$ cat config.mk
export PLATFORM = sky130hd
export DESIGN_NAME = window_feed_ctrl
export DESIGN_NICKNAME = d
export VERILOG_FILES = /design/src/rtl/window_feed_ctrl.sv
export SDC_FILE = /design/constraint.sdc
export NUM_CORES = 1
export LEC_CHECK = 0
export ABC_AREA = 1
export BUFFER_PORTS_ARGS = -buffer_cell sky130_fd_sc_hd__clkbuf_2
export CAP_MARGIN = 5
export CORE_UTILIZATION = 56
export CTS_CLUSTER_SIZE = 10
export DETAILED_ROUTE_END_ITERATION = 10
export PLACE_DENSITY = 0.86
export SYNTH_ARGS = -nofsm -noshare
export SYNTH_HDL_FRONTEND = slang
export SYNTH_SLANG_ARGS = --single-unit
$ cat constraint.sdc
create_clock -name clk -period 7.55 [get_ports clk]
set_clock_uncertainty 0.05 [all_clocks]
set_input_delay 1.1325 -clock clk [delete_from_list [all_inputs] [get_ports clk]]
set_output_delay 1.1325 -clock clk [all_outputs]
set_load 0.1 [all_outputs]
$ cat src/rtl/window_feed_ctrl.sv
// window_feed_ctrl
//   Sequences one RGB frame into the three-channel window line-buffer.
//   Walks a raster over the padded frame. Border positions write zero pixels
//   without touching the source. Interior positions take pixels from an
//   upstream valid/ready stream. Windows reported back by the line-buffer are
//   counted, and frame_done pulses once the last window has been seen.
//
// Ports
//   clk, rst              clock; asynchronous active-high reset
//   start                 one-cycle frame request, honoured only when idle
//   stall                 downstream hold; freezes emission and raster counters
//   src_valid/src_ready   upstream handshake (src_ready is combinational)
//   src_pixelR/G/B        signed upstream pixel channels
//   pixelR/G/B, wr_en     registered pixel data and write strobe to line-buffer
//   win_valid             one pulse per window produced by the line-buffer
//   busy                  high while feeding or draining
//   frame_done            one-cycle pulse at frame completion
//   row, col              current padded-raster position
//   win_count             windows seen in the current frame (saturating)
module window_feed_ctrl #(
   parameter  int image_size  = 224,
   parameter  int window_size = 3,
   parameter  int padding     = 1,
   parameter  int bitsize     = 14,
   localparam int P           = image_size + 2 * padding,
   localparam int NUM_WIN     = (P - window_size + 1) * (P - window_size + 1),
   localparam int CW          = $clog2(P),
   localparam int WW          = $clog2(NUM_WIN + 1)
) (
   input  logic                 clk,
   input  logic                 rst,
   input  logic                 start,
   input  logic                 stall,
   input  logic                 src_valid,
   output logic                 src_ready,
   input  logic signed [bitsize:0] src_pixelR,
   input  logic signed [bitsize:0] src_pixelG,
   input  logic signed [bitsize:0] src_pixelB,
   output logic signed [bitsize:0] pixelR,
   output logic signed [bitsize:0] pixelG,
   output logic signed [bitsize:0] pixelB,
   output logic                 wr_en,
   input  logic                 win_valid,
   output logic                 busy,
   output logic                 frame_done,
   output logic [CW-1:0]        row,
   output logic [CW-1:0]        col,
   output logic [WW-1:0]        win_count
);

   typedef enum logic [1:0] {IDLE, FEED, DRAIN, DONE} state_t;

   localparam logic [CW-1:0] LAST    = CW'(P - 1);
   localparam logic [CW-1:0] LO      = CW'(padding);
   localparam logic [CW-1:0] HI      = CW'(P - padding);
   localparam logic [WW-1:0] WIN_MAX = WW'(NUM_WIN);

   state_t state, state_d;

   logic                   border;
   logic                   last_pos;
   logic                   emit;
   logic                   win_inc;
   logic [CW-1:0]          row_d, col_d;
   logic [WW-1:0]          win_count_d;
   logic signed [bitsize:0] pixelR_d, pixelG_d, pixelB_d;
   logic                   wr_en_d;
   logic                   busy_d;
   logic                   frame_done_d;

   always_comb begin
      border    = (row < LO) || (row >= HI) || (col < LO) || (col >= HI);
      last_pos  = (row == LAST) && (col == LAST);
      src_ready = (state == FEED) && !stall && !border;
      // Border positions always emit; interior positions emit only on accept.
      emit      = (state == FEED) && !stall && (border || src_valid);
      // Window counting follows the line-buffer, independent of stall.
      win_inc   = win_valid && ((state == FEED) || (state == DRAIN)) &&
                  (win_count != WIN_MAX);

      state_d     = state;
      row_d       = row;
      col_d       = col;
      win_count_d = win_inc ? win_count + 1'b1 : win_count;
      pixelR_d    = pixelR;
      pixelG_d    = pixelG;
      pixelB_d    = pixelB;
      wr_en_d     = 1'b0;

      case (state)
         IDLE: begin
            if (start) begin
               state_d     = FEED;
               row_d       = '0;
               col_d       = '0;
               win_count_d = '0;
            end
         end
         FEED: begin
            if (emit) begin
               wr_en_d = 1'b1;
               if (border) begin
                  pixelR_d = '0;
                  pixelG_d = '0;
                  pixelB_d = '0;
               end else begin
                  pixelR_d = src_pixelR;
                  pixelG_d = src_pixelG;
                  pixelB_d = src_pixelB;
               end
               // The final position leaves row/col parked at the last pixel.
               if (last_pos) begin
                  state_d = DRAIN;
               end else if (col == LAST) begin
                  col_d = '0;
                  row_d = row + 1'b1;
               end else begin
                  col_d = col + 1'b1;
               end
            end
         end
         DRAIN: begin
            // Uses the post-increment count so the landing pulse finishes the frame.
            if (win_count_d == WIN_MAX) state_d = DONE;
         end
         DONE:    state_d = IDLE;
         default: state_d = IDLE;
      endcase

      busy_d       = (state_d == FEED) || (state_d == DRAIN);
      frame_done_d = (state_d == DONE);
   end

   always_ff @(posedge clk or posedge rst) begin
      if (rst) begin
         state      <= IDLE;
         row        <= '0;
         col        <= '0;
         win_count  <= '0;
         pixelR     <= '0;
         pixelG     <= '0;
         pixelB     <= '0;
         wr_en      <= 1'b0;
         busy       <= 1'b0;
         frame_done <= 1'b0;
      end else begin
         state      <= state_d;
         row        <= row_d;
         col        <= col_d;
         win_count  <= win_count_d;
         pixelR     <= pixelR_d;
         pixelG     <= pixelG_d;
         pixelB     <= pixelB_d;
         wr_en      <= wr_en_d;
         busy       <= busy_d;
         frame_done <= frame_done_d;
      end
   end

endmodule

==> impl_metrics.tcl, run 1 <==
set metrics [dict create \
    startpoint_type "flop" \
    cts.htree.levels 3 \
    place_congestion 0.923 \
    status "complete, no violations" \
    yosysUniqueCellTypes 40 \
    cts_tree "yes" \
    cts_root_buf "clkbuf_8" \
    cap_violations 0 \
    netlist_area_um2 4330 \
    layout_commonest_cell "clkbuf_2" \
    finalInstanceArea_um2 5190 \
    period_share_pct 55.4 \
    path_common_cell "inv_1" \
    crit_path_top_delay_cell "clkbuf_2" \
    worst_ep_required_time_ps 6370 \
    cts_hold_buf 0 \
    antenna_found_initial 0 \
    worst_pin_slew_ps 1020 \
    hold_viol_final 0 \
    post_cts_buffers 0 \
    rows 31 \
    clock_latency_ps 350 \
    period_minus_slack_ps 4190 \
    drv_slew 0 \
    power_density_nw_per_um2 482 \
    ant_nets 0 \
    grt_start_max_net_pins 83 \
    vdd_drop_max_v 0.000354 \
    die_y_um 89.9 \
    crit_buf_inv 4 \
    end_kind "primary output" \
    critical-path-top-delay-family "buffers and inverters" \
    r2r_setup_slack_ps 4960 \
    fmaxAchievable_mhz 239 \
    dieArea_um2 8080 \
    wl_per_cell_um 14.8 \
    leakagePower_nw 2.69 \
    wl_um 10600 \
    antenna_cells 0 \
    grt_pass1_wl_um 17500 \
    cts_sinks 82 \
    final_cell_mix "clkbuf_2 (131), nand2_1 (120), dfrtp_1 (82), nor2_1 (53), a32o_1 (45)" \
    min_path_type "flop to flop" \
    drcViolationCount 0 \
    die_w_um 89.9 \
    yosysSeqAreaShare_pct 47.4 \
    core_area_um2 7370 \
    io_buffers 131 \
    dp_hpwl_um 7470 \
    start_util_pct 58.7 \
    clk_path_buf_depth 2 \
    dpl_cell_area_um2 5010 \
    setup_viol 0 \
    grt_overflow_total 0 \
    critPathKind "flop to primary output" \
    cts_resized 0 \
    worstPathArrival_ps 3000 \
    crit_path_max_incr_delay_ps 580 \
    drive_gt1_share_pct 28.4 \
    yosys_warnings 0 \
    ios 132 \
    layout.nets 678 \
    cp_max_fo 46 \
    cp_cell_sequence "inv_1, ha_1, inv_1, nor2_1, nand3_1, inv_2, clkbuf_2" \
    initialDrtViolationCount 207 \
    vias 4083 \
    syn_nets 554 \
    clkTransAtPathRegs_ps 90 \
    globalRouteTotalUtil_pct 26.6 \
    firstDrtPassIters 4 \
    area_growth_pct 20.0 \
    tns_ps 0 \
    netlist_instances 491 \
    rsz0062_at_grt "no" \
    synth-seq-cells 82 \
    cts_buffers 9 \
    syn_avg_cell_area_um2 8.81 \
    grt_pass1_vias 3836 \
    slew-limit-headroom_pct 31.8 \
    vias_per_cell 5.68 \
]
[report_power, final]
part           switching, mW  internal, mW
sequential            0.0994         0.561
combinational           1.29         0.265
clock                  0.168         0.123
total                   1.55         0.949
[stage by stage]
stage	setup slack (ps)	power [mW]	utilization, %	hold WS (ps)	std cells
6_report	3360	2.50	70.4	443	719
4_1_cts	3380	2.51	70.4	448	719
3_5_place_dp	3610	2.22	68.0	429	703
5_1_grt	3170	2.62	70.4	464	719
3_3_place_gp	3640	2.19	68.0	422	703
2_1_floorplan	3950	1.98	-	508	491
[cell type report]
| cell class | count | area (µm²) |
|---|---|---|
| Clock inverter | 6 | 48.8 |
| Fill cell | 609 | 2180 |
| Sequential cell | 82 | 2050 |
| Multi-Input combinational cell | 348 | 2010 |
| Clock buffer | 10 | 128 |
| Timing Repair Buffer | 132 | 663 |
| Tap cell | 99 | 124 |
| Inverter | 42 | 163 |
[worst register-to-register path, cell delays in order (launching register included)]
cell	delay, ps
dfrtp_1	400
inv_1	90
ha_1	320
nand2_1	110
clkinv_1	290
nand3_1	220
nand2_1	60
nor2_1	170
nand2_1	90
nor2_1	110
nand2_1	70
nand2_1	50
nand2_1	60
a21oi_1	130
ha_1	250
[kinds of logic after synthesis]
family	share of synthesized area [%]
and+or+nand+nor	25.6
AOI/OAI and AO/OA	15.6
DFF	47.4
buffers and inverters	6.07
adders and majority gates	3.47
xor gates and xnor gates	1.82
[state kept, by name (all words and copies together) (netlist names)]
signal      cells
frame_done      1
pixelB         15
pixelG         15
wr_en           1
win_count      16
pixelR         15
state           2
busy            1
col             8
row             8
[final timing paths]
path | from | endpoint | depth (start not counted)
worst max-delay path | state[1] | src_ready | 7
worst min-delay path | pixelR[4] | pixelR[4] | 1
worst max register to register | state[0] | busy | 14
worst min register to register | pixelR[4] | pixelR[4] | 1
max in group asynchronous | rst | col[3] | 3
min in group asynchronous | rst | pixelR[13] | 3
[routing by layer]
layer | GRT usage, % | up-vias | share of wire, %
met4 | 11.0 | 0 | 3.0
met2 | 44.5 | 151 | 48
met3 | 4.23 | 33 | 5.5
met1 | 34.7 | 1969 | 43
met5 | 0 | - | 0
li1 | - | 1930 | -
[cell usage after synthesis]
master | number | area share [%]
nor3_4 | 1 | 0.38
nor2_1 | 53 | 4.6
buf_6 | 2 | 0.52
nand2_2 | 3 | 0.43
o22ai_1 | 2 | 0.29
a21oi_2 | 1 | 0.20
clkbuf_1 | 6 | 0.52
inv_4 | 1 | 0.14
dfrtp_1 | 82 | 47
buf_1 | 1 | 0.087
ha_1 | 12 | 3.5
inv_1 | 36 | 3.1
nand3b_1 | 2 | 0.35
o21ai_0 | 10 | 1.2
nor2_2 | 8 | 1.2
a31oi_1 | 1 | 0.14
xor2_1 | 7 | 1.4
xnor2_1 | 2 | 0.41
a22oi_1 | 1 | 0.17
clkinv_2 | 1 | 0.12
nand2_1 | 120 | 10
buf_2 | 9 | 1.0
nand4_2 | 1 | 0.29
nor3_2 | 1 | 0.23
a32o_1 | 45 | 10
nand2_4 | 4 | 1.0
clkinv_1 | 1 | 0.087
nand4_1 | 9 | 1.3
nand3_1 | 30 | 3.5
nand3b_4 | 1 | 0.46
o21ai_1 | 4 | 0.46
a21oi_1 | 19 | 2.2
nor4_1 | 1 | 0.14
nand4_4 | 1 | 0.49
nor3_1 | 6 | 0.69
a21boi_0 | 1 | 0.17
or2_2 | 1 | 0.14
buf_4 | 1 | 0.17
a21oi_4 | 1 | 0.38
inv_2 | 3 | 0.26
No activity file was read; power rests on OpenSTA's default activity.
==> inputs of run 2 (changes only) <==
--- a/config.mk
+++ b/config.mk
@@ -8,10 +8,10 @@
 export ABC_AREA = 1
 export BUFFER_PORTS_ARGS = -buffer_cell sky130_fd_sc_hd__clkbuf_2
 export CAP_MARGIN = 5
-export CORE_UTILIZATION = 56
+export CORE_UTILIZATION = 47
 export CTS_CLUSTER_SIZE = 10
 export DETAILED_ROUTE_END_ITERATION = 10
-export PLACE_DENSITY = 0.86
+export PLACE_DENSITY = 0.77
 export SYNTH_ARGS = -nofsm -noshare
 export SYNTH_HDL_FRONTEND = slang
 export SYNTH_SLANG_ARGS = --single-unit
==> constraint.sdc (replaced) <==
create_clock -name clk -period 3.75 [get_ports clk]
set_clock_uncertainty 0.05 [all_clocks]
set_input_delay 0.5625 -clock clk [delete_from_list [all_inputs] [get_ports clk]]
set_output_delay 0.5625 -clock clk [all_outputs]
set_load 0.1 [all_outputs]
==> run 2 against run 1 <==
The run now ends with design-rule violations left. Sequential share of layout area down 0.20 points. Global-route usage fell by 3.4 points. Die area increased by 19%. First-iteration DRC count up 35%. Worst setup slack worse by 2600 ps. Via count fell by 0.88%. Cell area rose by 0.51%. Total power is 100% higher. Wire length is 0.81% higher. Clock-buffer cell count unchanged. Non-clock buffer count is 2 higher. Largest power group unchanged. Highest routed layer unchanged.
==> impl_metrics.tcl, run 2 (synthesis gave the netlist of run 1 again) <==
set metrics [dict create \
    largest_reg_flops 16 \
    startpoint_type "flop" \
    grt_overflow_total 0 \
    ios 132 \
    p_seq_share_pct 26.4 \
    dp_hpwl_um 7740 \
    wl_per_cell_um 14.7 \
    cp_max_fo 12 \
    cp_cell_sequence "inv_1, ha_1, inv_1, nor2_1, nand3_1, inv_2, clkbuf_2" \
    die_y_um 97.9 \
    rows 34 \
    power_density_nw_per_um2 967 \
    layout_commonest_cell "clkbuf_2" \
    globalRouteTotalUtil_pct 23.2 \
    clk_path_buf_depth 2 \
    path_common_cell "inv_1" \
    p_clk_share_pct 11.6 \
    grt_start_max_net_pins 57 \
    cts.htree.levels 3 \
    antenna_found_initial 0 \
    regMostFlops "win_count" \
    die_w_um 97.9 \
    initialDrtViolationCount 279 \
    violations "design-rule violations" \
    clock_latency_ps 350 \
    critical-path-top-delay-family "buffers and inverters" \
    p_int_mw 1.92 \
    drive_gt1_share_pct 28.6 \
    vias 4047 \
    status "finished with violations" \
    nFillCells 833 \
    start_util_pct 49.1 \
    p_sw_mw 3.13 \
    crit_path_max_incr_delay_ps 460 \
    core_area_um2 8810 \
    p_comb_share_pct 62.0 \
    firstDrtPassIters 8 \
    end_kind "primary output" \
    tns_ps 0 \
    hold_viol_final 0 \
    cts_buffers 9 \
    ant_nets 0 \
    drcViolationCount 8 \
    drv_slew 0 \
    layout.nets 680 \
    cts_sinks 82 \
    worstPathArrival_ps 2370 \
    io_buffers 131 \
    slew-limit-headroom_pct 37.2 \
    switching_share_pct 62.0 \
    cts_tree "yes" \
    place_congestion 0.867 \
    crit_buf_inv 4 \
    antenna_cells 0 \
    min_path_type "primary input to async pin" \
    vdd_drop_max_v 0.000602 \
    period_minus_slack_ps 2980 \
    leakagePower_nw 2.70 \
    crit_path_top_delay_cell "clkbuf_2" \
    cts_root_buf "clkbuf_8" \
    area_growth_pct 20.6 \
    wl_um 10700 \
    rsz0062_at_grt "no" \
    grt_pass1_wl_um 18100 \
    clkTransAtPathRegs_ps 90 \
    post_cts_buffers 0 \
    grt_pass1_vias 3882 \
    period_share_pct 79.5 \
    worst_ep_required_time_ps 3140 \
    setup_viol 0 \
    totalPowerFinal_mw 5.04 \
    cts_resized 0 \
    final_cell_mix "clkbuf_2 (131), nand2_1 (120), dfrtp_1 (82), nor2_1 (53), a32o_1 (45)" \
    vias_per_cell 5.54 \
    cap_violations 0 \
    critPathKind "flop to primary output" \
    cts_hold_buf 0 \
    dieArea_um2 9590 \
    fmaxAchievable_mhz 336 \
    worst_pin_slew_ps 941 \
]
## run 2: through the flow
step / instances / setup slack (ps) / hold slack, ps / instance area, µm² / utilization (%)
3_5_place_dp: 714 / 1160 / 430 / 5040 / 57.2
5_1_grt: 730 / 618 / 383 / 5220 / 59.2
6_report: 730 / 770 / 304 / 5220 / 59.2
4_1_cts: 730 / 762 / 336 / 5220 / 59.2
3_3_place_gp: 714 / 1250 / 422 / 5040 / 57.2
2_1_floorplan: 491 / 725 / 508 / 4330 / -
## run 2: path summary, 6_finish.rpt
check	to	from	slack (ps)	depth (start not counted)
worst max-delay path	src_ready	state[1]	770	7
worst min-delay path	pixelB[9]	rst	300	2
worst max register to register	col[5]	state[1]	1200	8
worst min register to register	pixelR[10]	pixelR[10]	440	1
max in group asynchronous	pixelB[5]	rst	2450	3
min in group clk	pixelB[2]	src_pixelB[2]	400	2
## run 2: area by class of cell
| cell class | instances | area [µm²] | share of cell area (%) |
|---|---|---|---|
| sequential | 82 | 2050 | 39.3 |
| multi-input combinational | 348 | 2010 | 38.6 |
| timing repair buffer | 134 | 678 | 13.0 |
| inverter | 42 | 163 | 3.12 |
| tap | 108 | 135 | 2.59 |
| clock buffer | 10 | 128 | 2.45 |
| clock inverter | 6 | 48.8 | 0.936 |
## run 2: power groups by stage
stage | clock [mW] | combinational (mW) | sequential [mW]
2_1_floorplan | 0 | 0.945 | 3.03
3_3_place_gp | 0 | 3.10 | 1.33
3_5_place_dp | 0 | 3.13 | 1.35
4_1_cts | 0.603 | 3.14 | 1.33
5_1_grt | 0.644 | 3.28 | 1.37
6_report | 0.586 | 3.13 | 1.33
## run 2: routing by layer
metal | part of all wire (%) | vias up | GRT usage (%)
met4 | 1.9 | 0 | 8.62
li1 | - | 1942 | -
met5 | 0 | - | 0
met1 | 43 | 1967 | 30.4
met3 | 5.5 | 19 | 3.87
met2 | 49 | 119 | 38.7
==> inputs of run 3 (changes only) <==
--- a/config.mk
+++ b/config.mk
@@ -5,13 +5,13 @@
 export SDC_FILE = /design/constraint.sdc
 export NUM_CORES = 1
 export LEC_CHECK = 0
-export ABC_AREA = 1
+export ABC_AREA = 0
 export BUFFER_PORTS_ARGS = -buffer_cell sky130_fd_sc_hd__clkbuf_2
 export CAP_MARGIN = 5
-export CORE_UTILIZATION = 47
+export CORE_UTILIZATION = 51
 export CTS_CLUSTER_SIZE = 10
 export DETAILED_ROUTE_END_ITERATION = 10
-export PLACE_DENSITY = 0.77
+export PLACE_DENSITY = 0.8
 export SYNTH_ARGS = -nofsm -noshare
 export SYNTH_HDL_FRONTEND = slang
 export SYNTH_SLANG_ARGS = --single-unit
==> constraint.sdc (replaced) <==
create_clock -name clk -period 3.1 [get_ports clk]
set_clock_uncertainty 0.05 [all_clocks]
set_input_delay 0.465 -clock clk [delete_from_list [all_inputs] [get_ports clk]]
set_output_delay 0.465 -clock clk [all_outputs]
set_load 0.1 [all_outputs]
==> run 3 against run 2 <==
The flow now finishes without violations. Wire length down 6.9%. Via count down 13%. Sequential power up 9%. Area after synthesis down 5.4%. Register-to-register slack worse by 890 ps. Critical path type unchanged. Critical endpoint unchanged. Largest power group unchanged.
==> impl_metrics.tcl, run 3 <==
set metrics [dict create \
    initialDrtViolationCount 166 \
    place_congestion 0.894 \
    clock_latency_ps 350 \
    dp_cells 602 \
    cts_tree "yes" \
    netlist_instances 387 \
    grt_overflow_total 0 \
    wl_um 9990 \
    cts.htree.levels 3 \
    setup_viol 0 \
    dp_hpwl_um 7070 \
    hold_viol_final 0 \
    nFillCells 624 \
    cts_hold_buf 0 \
    leakagePower_nw 2.59 \
    ant_nets 0 \
    crit_path_top_delay_cell "dfrtp_1" \
    largest_reg_flops 16 \
    worst_ep_required_time_ps 2580 \
    cp_cell_sequence "inv_1, ha_1, nor4b_2, mux2i_1, nand3_1, nor2_4, clkbuf_4" \
    yosysSeqAreaShare_pct 50.2 \
    core_area_um2 7730 \
    netlist_top_cells_count "dfrtp_1 (82), a22o_1 (47), nor2_1 (32)" \
    period_share_pct 91.7 \
    syn_nets 450 \
    die_w_um 91.6 \
    clk_path_buf_depth 2 \
    yosysMostFrequentCell "dfrtp_1" \
    drive_gt1_share_pct 33.1 \
    firstDrtPassIters 5 \
    layout.nets 574 \
    antenna_cells 0 \
    dieArea_um2 8380 \
    antenna_found_initial 0 \
    cts_buffers 9 \
    yosys_warnings 0 \
    crit_path_max_incr_delay_ps 440 \
    tns_ps 0 \
    yosysTopAreaCell "dfrtp_1" \
    clkTransAtPathRegs_ps 80 \
    final_cells 618 \
    synth_top_area_share_pct 50.2 \
    vias 3530 \
    fmaxAchievable_mhz 352 \
    final_cell_mix "clkbuf_2 (130), dfrtp_1 (82), a22o_1 (47), nor2_1 (31), nand2_1 (22)" \
    netlist_area_um2 4090 \
    area_growth_pct 23.3 \
    wl_per_cell_um 16.2 \
    cp_max_fo 5 \
    vdd_drop_max_v 0.000467 \
    regMostFlops "win_count" \
    synth_area_leaders "dfrtp_1 (50%), a22o_1 (10%), ha_1 (3.7%)" \
    syn_avg_cell_area_um2 10.6 \
    start_util_pct 52.9 \
    drcViolationCount 0 \
    power_density_nw_per_um2 989 \
    rows 32 \
    slew-limit-headroom_pct 53.1 \
    globalRouteTotalUtil_pct 24.4 \
    synth_edf_count 0 \
    io_buffers 131 \
    rsz0062_at_grt "no" \
    async_flop_share_pct 100 \
    min_path_type "primary input to async pin" \
    layout_commonest_cell "clkbuf_2" \
    status "complete, no violations" \
    synth_flop_cell "dfrtp_1" \
    grt_start_max_net_pins 46 \
    worstPathArrival_ps 2330 \
    worst_pin_slew_ps 701 \
    die_y_um 91.6 \
    ios 132 \
    critPathKind "flop to primary output" \
    startpoint_type "flop" \
    cts_sinks 82 \
    grt_pass1_wl_um 16100 \
    timing.hold.ws_ps 41.3 \
    cap_violations 0 \
    end_kind "primary output" \
    vias_per_cell 5.71 \
    synth-seq-cells 82 \
    cts_root_buf "clkbuf_8" \
    drv_slew 0 \
    yosysUniqueCellTypes 56 \
    grt_pass1_vias 3358 \
    period_minus_slack_ps 2840 \
]
run 3: cell type report:
cell class | count | area [µm²] | share of cell area (%)
multi-input combinational | 265 | 1890 | 37.5
tap | 102 | 128 | 2.53
clock buffer | 10 | 138 | 2.73
sequential | 82 | 2050 | 40.7
clock inverter | 6 | 73.8 | 1.46
inverter | 17 | 65.1 | 1.29
timing repair buffer | 136 | 696 | 13.8
run 3: metal layers:
metal	vias up	share of wire, %	track usage, %
li1	1674	-	-
met1	1702	46	32.5
met2	139	46	39.2
met3	15	6.6	5.86
met4	0	1.4	8.20
met5	-	0	0
run 3: worst paths after layout:
| kind | cells past startpoint | startpoint | to | slack [ps] |
|---|---|---|---|---|
| max in group asynchronous | 3 | rst | pixelB[3] | 2240 |
| setup reg to reg | 9 | win_count[0] | busy | 310 |
| min in group clk | 2 | src_pixelR[1] | pixelR[1] | 280 |
| hold reg to reg | 1 | pixelG[3] | pixelG[3] | 460 |
| setup / recovery | 7 | col[1] | src_ready | 260 |
| hold / removal | 2 | rst | pixelR[10] | 40 |
run 3: stage by stage:
step	total power, mW	cell area, µm²	setup slack, ps	utilization, %
final	4.99	5040	256	65.3
after detailed placement	4.20	4820	294	62.3
after floorplan	3.73	4100	104	-
after global routing	5.20	5040	61.5	65.3
after global placement	4.15	4820	459	62.3
after CTS	5.00	5030	126	65.1
run 3: logic make-up (layout without fill, tap and decap cells):
logic type	Yosys count	after routing	share of synthesized area [%]
and+or+nand+nor	136	136	18.4
AOI/OAI and AO/OA	93	93	18.1
DFF	82	82	50.2
buffers and inverters	40	169	4.28
xor gates and xnor gates	19	19	4.07
adders and majority gates	12	12	3.67
muxes	5	5	1.28
run 3: where the power goes:
part | internal, mW | switching (mW)
Clock | 0.403 | 0.398
Sequential | 1.29 | 0.164
Combinational | 0.499 | 2.23
run 3: worst max-delay path, delay by kind of cell (launching register included):
kind                       cells  cell delay [ps]
adders and majority gates      1              160
buffers and inverters          2              440
DFF                            1              440
muxes                          1              320
and+or+nand+nor                3              620
run 3: timing repair:
item | 4_1_cts | 5_1_grt
buffers inserted | 0 | 0
endpoints found under the setup margin | 1 | 2
resized for setup | 1 | 2
